--- src/rtl/turn_sequencer_pkg.sv ---
// Shared game definitions: phase/mode codes, default phase lengths and
// small player-rotation helpers used by the sequencer and the tick generator.
package turn_sequencer_pkg;

  localparam logic [2:0] MODE_IDLE   = 3'b000;
  localparam logic [2:0] MODE_SELECT = 3'b001;
  localparam logic [2:0] MODE_REVEAL = 3'b010;
  localparam logic [2:0] MODE_MOVE   = 3'b011;
  localparam logic [2:0] MODE_CHECK  = 3'b100;
  localparam logic [2:0] MODE_WIN    = 3'b101;

  localparam int REVEAL_TICKS_DEF = 3;
  localparam int WIN_TICKS_DEF    = 8;
  localparam int TICK_CNT_W       = 4;

  typedef enum logic [2:0] {
    ST_IDLE   = MODE_IDLE,
    ST_SELECT = MODE_SELECT,
    ST_REVEAL = MODE_REVEAL,
    ST_MOVE   = MODE_MOVE,
    ST_CHECK  = MODE_CHECK,
    ST_WIN    = MODE_WIN
  } state_e;

  // Player counts below two make no sense for a game, so they play as two.
  function automatic logic [1:0] norm_players(input logic [1:0] np);
    return (np < 2'd2) ? 2'd2 : np;
  endfunction

  function automatic logic [1:0] next_player(input logic [1:0] cur, input logic [1:0] np);
    return (cur == np - 2'd1) ? 2'd0 : cur + 2'd1;
  endfunction

endpackage

--- src/rtl/turn_sequencer_tick_counter.sv ---
// Tick counter shared by the timed phases: cleared on phase entry, counts
// enabled ticks and flags the tick that reaches the terminal count.
module tick_counter
  import turn_sequencer_pkg::*;
#(
  parameter int W = TICK_CNT_W
) (
  input  logic         clk_i,
  input  logic         rst_i,
  input  logic         clr_i,
  input  logic         en_i,
  input  logic         tick_i,
  input  logic [W-1:0] target_i,
  output logic         done_o
);

  localparam logic [W-1:0] ONE = W'(1);

  logic [W-1:0] cnt_q;

  // done fires on the counted tick itself so the phase leaves at that edge
  assign done_o = en_i && tick_i && (cnt_q == target_i - ONE);

  always_ff @(posedge clk_i or posedge rst_i) begin
    if (rst_i) begin
      cnt_q <= '0;
    end else if (clr_i || done_o) begin
      cnt_q <= '0;
    end else if (en_i && tick_i) begin
      cnt_q <= cnt_q + ONE;
    end
  end

endmodule

--- src/rtl/turn_sequencer.sv ---
// Turn sequencer for the tile game: walks SELECT/REVEAL/CHECK/MOVE per turn,
// rotates players, counts completed turns and holds WIN for a timed display.
module turn_sequencer
  import turn_sequencer_pkg::*;
#(
  parameter int N_TILE_BITS  = 4,
  parameter int REVEAL_TICKS = REVEAL_TICKS_DEF,
  parameter int WIN_TICKS    = WIN_TICKS_DEF
) (
  input  logic                   clk_i,
  input  logic                   rst_i,
  input  logic                   tick_i,
  input  logic                   start_i,
  input  logic                   abort_i,
  input  logic [1:0]             num_players_i,
  input  logic                   pick_valid_i,
  input  logic [N_TILE_BITS-1:0] pick_idx_i,
  input  logic                   match_i,
  input  logic                   move_done_i,
  input  logic                   at_goal_i,
  output logic [2:0]             mode_o,
  output logic [1:0]             player_o,
  output logic [N_TILE_BITS-1:0] tile_sel_o,
  output logic                   move_req_o,
  output logic                   win_o,
  output logic [7:0]             turn_cnt_o
);

  state_e                 state_q, state_d;
  logic [1:0]             player_q, player_d;
  logic [1:0]             np_q, np_d;
  logic [N_TILE_BITS-1:0] tile_q, tile_d;
  logic [7:0]             turn_q, turn_d;
  logic                   move_req_q, win_q, entry_q;

  logic                   tc_clr, tc_en, tc_done;
  logic [TICK_CNT_W-1:0]  tc_target;

  assign tc_target = (state_q == ST_WIN) ? TICK_CNT_W'(WIN_TICKS) : TICK_CNT_W'(REVEAL_TICKS);
  // A tick landing on the first cycle of a timed phase belongs to the previous phase
  assign tc_en     = ((state_q == ST_REVEAL) || (state_q == ST_WIN)) && !entry_q;

  tick_counter #(.W(TICK_CNT_W)) u_tick_counter (
    .clk_i    (clk_i),
    .rst_i    (rst_i),
    .clr_i    (tc_clr),
    .en_i     (tc_en),
    .tick_i   (tick_i),
    .target_i (tc_target),
    .done_o   (tc_done)
  );

  always_comb begin
    state_d  = state_q;
    player_d = player_q;
    np_d     = np_q;
    tile_d   = tile_q;
    turn_d   = turn_q;
    if (abort_i) begin
      state_d = ST_IDLE;
    end else begin
      case (state_q)
        ST_IDLE: if (start_i) begin
          state_d  = ST_SELECT;
          player_d = 2'd0;
          turn_d   = 8'd0;
          np_d     = norm_players(num_players_i);
        end
        ST_SELECT: if (pick_valid_i) begin
          tile_d  = pick_idx_i;
          state_d = ST_REVEAL;
        end
        ST_REVEAL: if (tc_done) state_d = ST_CHECK;
        ST_CHECK: begin
          if (match_i) begin
            state_d = ST_MOVE;
          end else begin
            player_d = next_player(player_q, np_q);
            turn_d   = (turn_q == 8'hFF) ? turn_q : turn_q + 8'd1;
            state_d  = ST_SELECT;
          end
        end
        ST_MOVE: if (move_done_i) state_d = at_goal_i ? ST_WIN : ST_SELECT;
        ST_WIN:  if (tc_done) state_d = ST_IDLE;
        default: state_d = ST_IDLE;
      endcase
    end
    tc_clr = (state_d != state_q) && ((state_d == ST_REVEAL) || (state_d == ST_WIN));
  end

  always_ff @(posedge clk_i or posedge rst_i) begin
    if (rst_i) begin
      state_q    <= ST_IDLE;
      player_q   <= 2'd0;
      np_q       <= 2'd2;
      tile_q     <= '0;
      turn_q     <= 8'd0;
      move_req_q <= 1'b0;
      win_q      <= 1'b0;
      entry_q    <= 1'b0;
    end else begin
      state_q    <= state_d;
      player_q   <= player_d;
      np_q       <= np_d;
      tile_q     <= tile_d;
      turn_q     <= turn_d;
      move_req_q <= (state_d == ST_MOVE) && (state_q != ST_MOVE);
      win_q      <= (state_d == ST_WIN);
      entry_q    <= (state_d != state_q);
    end
  end

  assign mode_o     = state_q;
  assign player_o   = player_q;
  assign tile_sel_o = tile_q;
  assign move_req_o = move_req_q;
  assign win_o      = win_q;
  assign turn_cnt_o = turn_q;

endmodule

--- config.mk ---
export PLATFORM = sky130hd
export DESIGN_NAME = turn_sequencer
export DESIGN_NICKNAME = d
export VERILOG_FILES = /design/src/rtl/turn_sequencer_pkg.sv /design/src/rtl/turn_sequencer_tick_counter.sv /design/src/rtl/turn_sequencer.sv
export SDC_FILE = /design/constraint.sdc
export NUM_CORES = 1
export LEC_CHECK = 0
export BUFFER_PORTS_ARGS = -buffer_cell sky130_fd_sc_hd__buf_4
export CAP_MARGIN = 20
export CORE_UTILIZATION = 35
export CTS_BUF_LIST = sky130_fd_sc_hd__clkbuf_4 sky130_fd_sc_hd__clkbuf_8 sky130_fd_sc_hd__clkbuf_16
export DETAILED_ROUTE_END_ITERATION = 12
export GPL_ROUTABILITY_DRIVEN = 1
export SETUP_SLACK_MARGIN = 0.05
export SYNTH_ARGS = -nofsm -noshare
export SYNTH_HDL_FRONTEND = slang
export SYNTH_SLANG_ARGS = --single-unit
--- constraint.sdc ---
create_clock -name clk_i -period 2.2 [get_ports clk_i]
set_input_delay 0.44 -clock clk_i [delete_from_list [all_inputs] [get_ports clk_i]]
set_output_delay 0.44 -clock clk_i [all_outputs]
set_load 0.02 [all_outputs]
=== Word-level counts from Yosys, hierarchy flattened ===
Index checks and enable logic that the tools add are counted.
W data, S select, Z words.

* Flip-flop bits (word level): 26
* Input bits: 15
* Word-level logic and storage cells: 69

* Add/subtract/negate cells: 5
* Magnitude comparators: 1
* Equality and inequality tests: 16
* Mux-type cells: 21
* Bitwise logic cells: 1
* Reductions and logical operators: 16

{| class="wikitable"
|+ Operators with widths
! operator !! count
|-
| $mux W8 || 3
|-
| $mux W3 || 7
|-
| $pmux W3 S6 || 1
|-
| $pmux W8 S2 || 1
|-
| $eq A3 B2 Y1 const B || 4
|-
| $mux W4 || 3
|-
| $mux W2 || 5
|-
| $eq A3 B3 Y1 const B || 3
|-
| $add A8 B1 Y8 const B || 1
|-
| $eq A8 B8 Y1 const B || 1
|-
| $ne A2 B2 Y1 const B || 3
|-
| $reduce_and A3 Y1 || 2
|-
| $logic_and A1 B1 Y1 || 5
|-
| $reduce_and A5 Y1 || 1
|-
| $add A4 B1 Y4 const B || 1
|-
| $eq A4 B4 Y1 || 1
|-
| $pmux W2 S2 || 1
|-
| $reduce_and A4 Y1 || 1
|-
| $reduce_bool A2 Y1 || 2
|-
| $sub A4 B1 Y4 const B || 1
|-
| $eq A3 B1 Y1 const B || 1
|-
| $logic_not A3 Y1 || 1
|-
| $logic_or A1 B1 Y1 || 3
|-
| $ne A3 B2 Y1 const B || 1
|-
| other kinds (7) || 7
|}

=== Logic depth before layout (Yosys ltp) ===
* Depth in word-level cells: 13
* Mapped depth: 7
* Mapped depth without buffers: 6

=== By module ===
From an unflattened synthesis, not the netlist that was laid out.

* Cells, all modules: 157
* Area total of the unflattened synthesis: 1498.9 um2

{| class="wikitable"
|+ Modules (own cells, without submodules)
! module !! times used !! cells an instance !! area each (um2)
|-
| turn_sequencer || 1 || 127 || 1201.2
|-
| tick_counter || 1 || 30 || 297.8
|}

=== Least setup slack after synthesis ===
Ideal clock, no wire load.

* Kind: reg2reg
* From: register state_q[0] (netlist: mode_o[0])
* To: register u_tick_counter.cnt_q[0]
* Setup time: 0.123 ns
* Arrival: 1.726 ns
* Data required time: 2.077 ns
* Slack: 0.351 ns
* Cell stages (with the launch flop): 8
* Cell sequence: dfrtp_1 -> buf_6 -> or3b_4 -> nor4b_2 -> nor3_1 -> nor2_4 -> a2bb2oi_2 -> nor2_1

* Longest elaborated chain between the ends: 13
* Elaborated cells between the ends (all ways): 28

{| class="wikitable"
|+ Ends and longest elaborated chain
! element !! RTL line !! RTL
|-
| start: declaration || turn_sequencer.sv:29 || <nowiki>state_e state_q, state_d;</nowiki>
|-
| start signal: assignment || turn_sequencer.sv:102 || <nowiki>state_q <= state_d;</nowiki>
|-
| $eq A3 B3 Y1 / $eq A3 B2 Y1 (equally long branches) || turn_sequencer.sv:39, turn_sequencer.sv:41, turn_sequencer.sv:62 ||
|-
| $mux W4 / $logic_or A1 B1 Y1 (equally long branches) || turn_sequencer.sv:39, turn_sequencer.sv:41 ||
|-
| $sub A4 B1 Y4 / $logic_and A1 B1 Y1 (equally long branches) || turn_sequencer_tick_counter.sv:22, turn_sequencer.sv:41 ||
|-
| $eq A4 B4 Y1 / $logic_and A1 B1 Y1 (equally long branches) || turn_sequencer_tick_counter.sv:22, turn_sequencer_tick_counter.sv:29 ||
|-
| $logic_and A1 B1 Y1 || turn_sequencer_tick_counter.sv:22 || <nowiki>assign done_o = en_i && tick_i && (cnt_q == target_i - ONE);</nowiki>
|-
| $mux W3, on equally long branches || turn_sequencer.sv:84, turn_sequencer.sv:73 ||
|-
| $pmux W3 S6 || turn_sequencer.sv:62 || <nowiki>case (state_q)</nowiki>
|-
| $mux W3 || turn_sequencer.sv:59 || <nowiki>if (abort_i) begin</nowiki>
|-
| $eq A3 B2 Y1 / $eq A3 B3 Y1 (equally long branches) || turn_sequencer.sv:88 || <nowiki>tc_clr = (state_d != state_q) && ((state_d == ST_REVEAL) || (state_d == ST_WIN));</nowiki>
|-
| $logic_or A1 B1 Y1 || turn_sequencer.sv:88 ||
|-
| $logic_and A1 B1 Y1 || turn_sequencer.sv:88 ||
|-
| $logic_or A1 B1 Y1 || turn_sequencer_tick_counter.sv:27 || <nowiki>end else if (clr_i || done_o) begin</nowiki>
|-
| $mux W4 / $reduce_bool A2 Y1 (equally long branches) || -- ||
|-
| end signal: assignment || turn_sequencer_tick_counter.sv:30 || <nowiki>cnt_q <= cnt_q + ONE;</nowiki>
|-
| end: declaration || turn_sequencer_tick_counter.sv:19 || <nowiki>logic [W-1:0] cnt_q;</nowiki>
|}

Several ways; a longest one is shown, not always the timed one.
A chain may end at the register's enable or synchronous reset.

=== Worst setup path in the final report ===
* From: register state_q[2] (netlist: mode_o[2])
* To: register u_tick_counter.cnt_q[2]

Same word-level chain as after synthesis.

==> flow_metrics.tcl <==
set metrics [dict create \
    syn-cell-area_mm2 0.00141 \
    crit_path_end_kind "flip-flop" \
    yosys_warnings 0 \
    final_area_mm2 0.00176 \
    power_frac_clock 0.250 \
    post_cts_buffers 0 \
    antenna_cells 0 \
    finalSetupTns_ns 0 \
    grt_start_max_net_pins 26 \
    skew_ns 0.00186 \
    required_ns 2.36 \
    relSlewSlack 0.675 \
    worstPathArrival_ns 2.08 \
    yosysSeqAreaShare 0.444 \
    fillers 364 \
    fp-row-count 22 \
    drt-initial-drc-count 51 \
    ir_worst_vdd_v 0.000366 \
    holdWs_ns 0.219 \
    syn_avg_cell_area_um2 9.59 \
    worst_pin_slew_ns 0.484 \
    grt.overflow.total 0 \
    synth_cells 147 \
    crit_fanout 16 \
    power.density_mw_per_mm2 656 \
    fin_crit_sh 0.872 \
    synth_top_area_frac 0.444 \
    drive_gt1_frac 0.297 \
    finalSetupViolations 0 \
    crit_path_end "u_tick_counter.cnt_q[2]" \
    synthesis.nets 164 \
    drc 0 \
    fmaxAchievable_mhz 521 \
    yosysMostFrequentCell "dfrtp_1" \
    r2r-start "mode_o[2]" \
    max_cap_violations 0 \
    utilization 0.466 \
    grt_pass1_wl_um 5490 \
    clock-sinks 25 \
    netlist_top_cells_count "dfrtp_1 (25), nor2_1 (17), a21oi_1 (13), nand3_1 (10), nand2_1 (8)" \
    synth_edf_count 0 \
    report.final.slew_viol_count 0 \
    io_pins 34 \
    reg2reg_slack_ns 0.28 \
    drtPass1Iterations 4 \
    num_vias 1256 \
    synth_seq_cells 25 \
    reg2regPathDepth 6 \
    fin_nets 200 \
    dpl_cell_area_mm2 0.00171 \
    path_class "flip-flop to flip-flop" \
    start_kind "flip-flop" \
    antenna_found_initial 0 \
    totalWireLength_um 3270 \
    root_buffer "clkbuf_8" \
    p_int_uw 789 \
    die_h_um 65.5 \
    grt_usage 0.168 \
    die_area_mm2 0.00429 \
    finalPower_mw 1.15 \
    worstReg2RegEnd "u_tick_counter.cnt_q[2]" \
    clock_latency_ns 0.27 \
    p_leak_nw 0.839 \
    clockBufferDepth 2 \
    ys_top_cells_by_area "dfrtp_1 (44%), a21oi_1 (4.6%), nor2_1 (4.5%)" \
    post_drt_wl_per_cell_um 14.2 \
    htree_levels 1 \
    clkTransAtPathRegs_ns 0.09 \
    coreArea_mm2 0.00377 \
    die_x_um 65.5 \
    seqPwrFrac 0.497 \
    crit_path_start "mode_o[2]" \
    antenna_left 0 \
    postCtsHoldBufs 0 \
    detail_route.vias_per_cell 5.46 \
    cts_tree "yes" \
    p_switching_uw 365 \
    port_buffers 33 \
    cts_made_buffers 3 \
    min_path_type "input pin to async pin" \
    rsz0062_at_grt "no" \
    ys.flop_type "dfrtp_1" \
    period_needed_ns 1.92 \
    synth_top_cell_by_area "dfrtp_1" \
    start_util 0.374 \
    gp_congestion 0.883 \
    status "complete, no violations" \
    dp_hpwl_um 2510 \
    p_comb_frac 0.253 \
    p_sw_frac 0.317 \
    grt_pass1_vias 1234 \
    ys_async_sr_fraction 1.00 \
    hold_viol 0 \
    area_growth_pct 24.8 \
    ys_types 40 \
]
-- worst max-delay path: stages, from the launching register on --
cell and delay [ns]:
dfrtp_2 0.52, nand3b_1 0.26, mux2_2 0.39, a21oi_1 0.19, o211a_1 0.17, a2bb2oi_2 0.20
nor2_1 0.07
-- timing repair --
action | CTS | global route
resized for setup | 0 | 2
endpoints found under the setup margin | 0 | 8
hold endpoints to repair | 0 | 0
-- kinds of logic after synthesis --
kind of cell | Yosys count | synth area share
simple gates | 64 | 0.256
xor+xnor | 8 | 0.0497
fa+ha+maj | 2 | 0.0177
flops | 25 | 0.444
mux | 6 | 0.0479
compound gates | 33 | 0.154
buf+inv | 9 | 0.0311
-- layout make-up --
| cell class | instances | area (µm²) | area share |
|---|---|---|---|
| repair buffers | 35 | 263 | 0.149 |
| multi-input cells | 113 | 741 | 0.421 |
| flip-flops and latches | 25 | 628 | 0.357 |
| clock buffers | 4 | 48.8 | 0.0277 |
| inverters | 5 | 18.8 | 0.0107 |
| well taps | 48 | 60.1 | 0.0341 |
-- power groups by stage --
stage | Clock (mW) | Sequential [mW] | Combinational (mW)
after detailed placement | 0 | 0.579 | 0.295
after CTS | 0.299 | 0.572 | 0.295
final | 0.288 | 0.574 | 0.293
after floorplan | 0 | 0.597 | 0.162
after global routing | 0.316 | 0.581 | 0.326
after global placement | 0 | 0.576 | 0.287
-- per-layer routing --
layer / part of all wire / track usage / vias up
met3: 0.074 / 0.0295 / 0
li1: - / - / 596
met4: 0 / 0.0489 / 0
met5: 0 / 0 / -
met1: 0.44 / 0.226 / 604
met2: 0.48 / 0.273 / 56
-- metrics by stage --
stage / worst slack, ns / std cells
2_1_floorplan: 0.351 / 147
3_3_place_gp: 0.229 / 226
3_5_place_dp: 0.165 / 226
4_1_cts: 0.148 / 230
5_1_grt: 0.0715 / 230
6_report: 0.281 / 230
-- cell usage in the layout, fill, tap and decap left out, drive strengths merged, types with 2 or more instances in the layout --
cell type | synthesis | routed
clkbuf | 1 | 4
nor3 | 2 | 2
xor2 | 7 | 7
dfrtp | 25 | 25
nor4b | 2 | 2
nor2b | 4 | 4
nand2b | 3 | 3
nand4 | 4 | 4
and3 | 4 | 4
nand3 | 10 | 10
o21ai | 8 | 8
mux2 | 6 | 6
nand2 | 8 | 8
a21oi | 14 | 14
and2 | 2 | 2
inv | 5 | 5
buf | 3 | 35
nand3b | 3 | 3
a211oi | 2 | 2
ha | 2 | 2
nor2 | 19 | 19
-- how the worst min path moves through the flow --
stage	slack, ns	endpoint	from
floorplan	0.47	entry_q	rst_i
global placement	0.50	tile_sel_o[3]	tile_sel_o[3]
detailed placement	0.50	tile_sel_o[3]	tile_sel_o[3]
CTS	0.23	tile_sel_o[1]	rst_i
global route	0.25	turn_cnt_o[5]	rst_i
finish	0.22	turn_cnt_o[5]	rst_i
-- sequential cells by signal, indices dropped and copies added, names as in the netlist --
register and flops:
turn_cnt_o 8, tile_sel_o 4, u_tick_counter.cnt_q 4, mode_o 3, player_o 2, entry_q 1
move_req_o 1, np_q 1, win_o 1
Power figures use the tool's default switching activity.
